==> src/rtl/ps2_key_tracker.sv <==
// PS/2 keyboard front end: synchronises the pad, assembles and validates frames, decodes
// make/break/extended codes and feeds four hex-digit decoders (scancode and BCD press count).
module ps2_key_tracker #(
  parameter int unsigned TIMEOUT_CYCLES = 100000
) (
  input  logic        clk,
  input  logic        clrn,
  input  logic        ps2_clk,
  input  logic        ps2_data,
  output logic [3:0]  dig_en,
  output logic [15:0] dig_data,
  output logic        key_pressed,
  output logic        key_event,
  output logic        frame_err
);

  localparam int unsigned TW = $clog2(TIMEOUT_CYCLES + 1);

  logic [2:0]    pclk_q;
  logic [1:0]    pdat_q;
  logic          fall;
  logic [10:0]   shift_q, shift_d;
  logic [3:0]    bitcnt_q, bitcnt_d;
  logic [TW-1:0] idle_q, idle_d;
  logic          byte_vld_q, byte_vld_d;
  logic [7:0]    byte_q, byte_d;
  logic          ferr_q, ferr_d;
  logic          frame_ok;

  logic          ext_q, ext_d;
  logic          brk_q, brk_d;
  logic [7:0]    held_q, held_d;
  logic          held_ext_q, held_ext_d;
  logic          pressed_q, pressed_d;
  logic          event_q, event_d;
  logic [3:0]    ones_q, ones_d;
  logic [3:0]    tens_q, tens_d;
  logic          key_match;

  assign fall     = pclk_q[2] & ~pclk_q[1];
  assign shift_d  = fall ? {pdat_q[1], shift_q[10:1]} : shift_q;
  // Odd parity: data bits plus parity bit must XOR to 1.
  assign frame_ok = ~shift_d[0] & shift_d[10] & (^shift_d[9:1]);

  always_comb begin
    bitcnt_d   = bitcnt_q;
    idle_d     = idle_q;
    byte_vld_d = 1'b0;
    byte_d     = byte_q;
    ferr_d     = 1'b0;
    if (fall) begin
      idle_d = '0;
      if (bitcnt_q == 4'd10) begin
        bitcnt_d = 4'd0;
        if (frame_ok) begin
          byte_vld_d = 1'b1;
          byte_d     = shift_d[8:1];
        end else begin
          ferr_d = 1'b1;
        end
      end else begin
        bitcnt_d = bitcnt_q + 4'd1;
      end
    end else if (bitcnt_q != 4'd0) begin
      if (idle_q == TW'(TIMEOUT_CYCLES - 1)) begin
        bitcnt_d = 4'd0;
        idle_d   = '0;
        ferr_d   = 1'b1;
      end else begin
        idle_d = idle_q + TW'(1);
      end
    end
  end

  assign key_match = pressed_q && (byte_q == held_q) && (ext_q == held_ext_q);

  always_comb begin
    ext_d      = ext_q;
    brk_d      = brk_q;
    held_d     = held_q;
    held_ext_d = held_ext_q;
    pressed_d  = pressed_q;
    event_d    = 1'b0;
    ones_d     = ones_q;
    tens_d     = tens_q;
    if (byte_vld_q) begin
      if (byte_q == 8'hE0) begin
        ext_d = 1'b1;
      end else if (byte_q == 8'hF0) begin
        brk_d = 1'b1;
      end else begin
        ext_d = 1'b0;
        brk_d = 1'b0;
        if (!brk_q) begin
          // A repeat of the held key is typematic and ignored.
          if (!key_match) begin
            held_d     = byte_q;
            held_ext_d = ext_q;
            pressed_d  = 1'b1;
            event_d    = 1'b1;
            if (ones_q == 4'd9) begin
              ones_d = 4'd0;
              tens_d = (tens_q == 4'd9) ? 4'd0 : tens_q + 4'd1;
            end else begin
              ones_d = ones_q + 4'd1;
            end
          end
        end else if (key_match) begin
          pressed_d = 1'b0;
          event_d   = 1'b1;
        end
      end
    end
  end

  always_ff @(posedge clk or negedge clrn) begin
    if (!clrn) begin
      pclk_q     <= '0;
      pdat_q     <= '0;
      shift_q    <= '0;
      bitcnt_q   <= '0;
      idle_q     <= '0;
      byte_vld_q <= 1'b0;
      byte_q     <= '0;
      ferr_q     <= 1'b0;
      ext_q      <= 1'b0;
      brk_q      <= 1'b0;
      held_q     <= '0;
      held_ext_q <= 1'b0;
      pressed_q  <= 1'b0;
      event_q    <= 1'b0;
      ones_q     <= '0;
      tens_q     <= '0;
    end else begin
      pclk_q     <= {pclk_q[1:0], ps2_clk};
      pdat_q     <= {pdat_q[0], ps2_data};
      shift_q    <= shift_d;
      bitcnt_q   <= bitcnt_d;
      idle_q     <= idle_d;
      byte_vld_q <= byte_vld_d;
      byte_q     <= byte_d;
      ferr_q     <= ferr_d;
      ext_q      <= ext_d;
      brk_q      <= brk_d;
      held_q     <= held_d;
      held_ext_q <= held_ext_d;
      pressed_q  <= pressed_d;
      event_q    <= event_d;
      ones_q     <= ones_d;
      tens_q     <= tens_d;
    end
  end

  assign dig_en      = {2'b11, pressed_q, pressed_q};
  assign dig_data    = {tens_q, ones_q, held_q};
  assign key_pressed = pressed_q;
  assign key_event   = event_q;
  assign frame_err   = ferr_q;

endmodule

==> config.mk <==
export PLATFORM = sky130hd
export DESIGN_NAME = ps2_key_tracker
export DESIGN_NICKNAME = d
export VERILOG_FILES = /design/src/rtl/ps2_key_tracker.sv
export SDC_FILE = /design/constraint.sdc
export NUM_CORES = 1
export LEC_CHECK = 0
export CAP_MARGIN = 10
export CORE_MARGIN = 10
export CORE_UTILIZATION = 25
export DETAILED_ROUTE_END_ITERATION = 6
export PLACE_DENSITY = 0.39
export SLEW_MARGIN = 20
export SYNTH_ARGS = -nofsm -noshare
export SYNTH_HDL_FRONTEND = slang
export SYNTH_SLANG_ARGS = --single-unit
==> constraint.sdc <==
create_clock -name clk -period 2.4 [get_ports clk]
set_input_delay 0.24 -clock clk [delete_from_list [all_inputs] [get_ports clk]]
set_output_delay 0.24 -clock clk [all_outputs]
set_load 0.005 [all_outputs]
==> results.yml <==
synth:
  yosys_register_bits: 67
  synthCells: 301
  ys_seq_area_share_pct: 52.4
  ys.flop_type: "dfrtp_1"
  yosys_warnings: 0
  syn_area_per_cell_um2: 10.6
  synth_edf_count: 0
  ys_types: 41
  synthArstFlopShare_pct: 100
  netlist_area_um2: 3200
power:
  powerDensity_nw_per_um2: 835
  leakagePower_nw: 1.73
  ir_drop_mv: 0.318
floorplanning:
  dieHeight_um: 133
  io_pins: 27
  core-area_um2: 12600
  initial_core_util_pct: 25.5
  die_w_um: 133
  dieArea_um2: 17700
  rows: 41
worst_setup_path:
  startpoint_type: "flip-flop"
  crit_top_cell: "xnor2_1"
  path_class: "flip-flop to flip-flop"
  end_kind: "flip-flop"
  path_max_fanout: 9
  cp-startpoint: "shift_q[6]"
  critPathMaxStageDelay_ns: 0.42
  reg2reg_depth: 6
  crit_arrival_ns: 2.28
  cp_cell_sequence: "xnor2_1, xnor3_1, xnor2_1, and4_1, buf_4, mux2_4"
  slowest_stage: "xnor3_1"
  rr_startpoint: "shift_q[6]"
  required_ns: 2.61
detailed_routing:
  viasPerCell: 4.46
  drc: 0
  drt_iter0_drc: 108
  num_vias: 2290
  finalWirelength_mm: 6.89
  drt.antenna.violating_nets: 0
  wl_per_cell_um: 13.4
  dr.pass1.iters: 5
cts:
  cts_sinks: 67
  cts_buffers: 9
  clock-root-buffer: "clkbuf_16"
  clkTransAtPathRegs_ns: 0.06
  cts_tree: "done"
  cts.htree.levels: 3
  insertion_delay_ns: 0.33
  clockBufferDepth: 2
final_layout:
  diodes: 0
  nets: 345
  area_growth_pct: 24.7
  layout.cells.non_filler: 514
  drive_gt1_share_pct: 14.0
  utilization_pct: 31.8
global_route:
  antenna_found_initial: 0
  grt_overflow: 0
  grt_pass1_wl_mm: 11.8
  grt_max_degree: 30
  grt_pass1_vias: 2295
  groute.usage.overall_pct: 8.21
sta:
  finalHoldViolCount: 0
  rsz0062_at_grt: "no"
  slew-limit-headroom_pct: 56.4
  fin_setup_tns_ns: 0
  fmaxAchievable_ghz: 0.483
  maxSlewViolCount: 0
  worstMarginPinSlew_ns: 0.655
  period_share_pct: 86.2
  layout_setup_ws_ns: 0.330
  setup_violations: 0
  min_period_ns: 2.07
  skew_ns: 0.00674
outcome:
  status: "complete, no violations"
place:
  gp_congestion: 0.763
  io_buffers: 24
  hpwl_mm: 4.93
  placedCellCount: 497
  post-place-ws_ns: 0.338
hold_path:
  hp-start: "ps2_data"
  hold_path_class: "primary input to flip-flop"
  min_path_cells: 1
job:
  cap_violations: 0
-- area by class of cell --
cell class | count | area [um2]
multi-input cells | 216 | 1430
well taps | 172 | 215
clock buffers | 11 | 233
flip-flops and latches | 67 | 1680
fillers | 1282 | 8580
clock inverters | 5 | 77.6
repair buffers | 37 | 335
inverters | 6 | 22.5
-- through the flow --
step / total power (W) / cell area, um2 / hold slack [ns]
global route: 0.00353 / 3990 / 0.330
CTS: 0.00339 / 3990 / 0.329
detailed placement: 0.00197 / 3670 / 0.320
floorplan: 0.00177 / 3200 / -0.0556
global placement: 0.00197 / 3670 / 0.329
finish: 0.00333 / 3990 / 0.341
-- where the power goes --
| part | switching [W] | internal (W) | total (W) |
|---|---|---|---|
| sequential | 0.000126 | 0.00124 | 0.00137 |
| clock | 0.000486 | 0.000906 | 0.00139 |
| combinational | 0.000314 | 0.000259 | 0.000573 |
-- Yosys cell counts, types with 2 or more instances --
cell	count	area [um2]
o31ai_1	2	15.0
o41ai_1	4	35.0
a21oi_1	4	20.0
nor4b_1	2	17.5
a31oi_1	3	18.8
ha_1	4	50.1
and4_1	2	17.5
buf_4	6	45.0
xnor2_1	19	166
nand2_1	53	199
xor2_1	8	70.1
clkbuf_1	4	15.0
a211oi_1	3	22.5
mux2_2	10	113
nand3b_1	3	22.5
mux2_4	8	120
nor2b_1	6	37.5
nor3_1	6	30.0
o21ai_0	23	115
buf_2	2	10.0
nor4bb_1	2	20.0
a22o_1	3	26.3
nor2_1	20	75.1
inv_1	6	22.5
nand3_1	7	35.0
nand4_1	8	50.1
dfrtp_1	67	1680
or4_1	2	15.0
and2_1	2	12.5
-- worst paths after layout --
path / slack [ns] / endpoint
max: 0.33 / byte_q[5]
min: 0.34 / pdat_q[0]
max reg2reg: 0.33 / byte_q[5]
min reg2reg: 0.35 / pclk_q[1]
max in group asynchronous: 1.13 / held_q[5]
min in group asynchronous: 0.50 / idle_q[13]
-- placed cells by master (no fill, tap or decap), types with 3 or more instances in the layout --
master and n:
nand2_1 53, xnor2_1 19, o41ai_1 4, xor2_1 8
mux2_4 8, a211oi_1 3, nor2b_1 6, ha_1 4
clkdlybuf4s50_1 23, a31oi_1 3, nor3_1 6, nor2_1 20
buf_4 12, nand3_1 7, a21oi_1 4, nand3b_1 3
mux2_2 10, o21ai_0 23, nand4_1 8, clkbuf_16 9
dfrtp_1 67, inv_1 6, a22o_1 3
-- cells by family (layout without fill, tap and decap cells) --
family	Yosys count	in the layout	share of synthesized area, %
flip-flops	67	67	52.4
multiplexers	18	18	7.27
AND/OR/NAND/NOR	117	117	17.7
buffers and inverters	19	59	3.24
other	1	2	0.117
AO/OA/AOI/OAI	46	46	9.15
XOR/XNOR	29	29	8.60
adder cells (fa/ha/maj)	4	4	1.56
-- critical path: cells and delay by family (launching register included) --
family                    cells  cell delay [ns]
DFF                           1             0.40
buffers and inverters         1             0.21
muxes                         1             0.31
and+or+nand+nor               1             0.22
xor gates and xnor gates      3             0.81
-- timing repair --
| item | in CTS | in global routing |
|---|---|---|
| hold buffers | 1 | 0 |
| buffers inserted | 0 | 0 |
| hold endpoints to repair | 27 | 0 |
| gates resized for setup | 0 | 0 |
-- layer usage --
layer,part of all wire (%),global-route usage [%],wire (um)
met2,42,11.6,2880
met1,52,10.8,3550
met3,4.3,2.63,296
met5,0,0,0
met4,2.4,4.72,165
-- sequential cells by signal, summed over array words and instances (netlist names) --
name         flops
bitcnt_q         4
pclk_q           3
idle_q          17
brk_q            1
frame_err        1
held_q           8
ext_q            1
pdat_q           2
shift_q         10
key_event        1
byte_q           8
tens_q           4
ones_q           4
byte_vld_q       1
key_pressed      1
held_ext_q       1
Power figures use the tool's default switching activity.
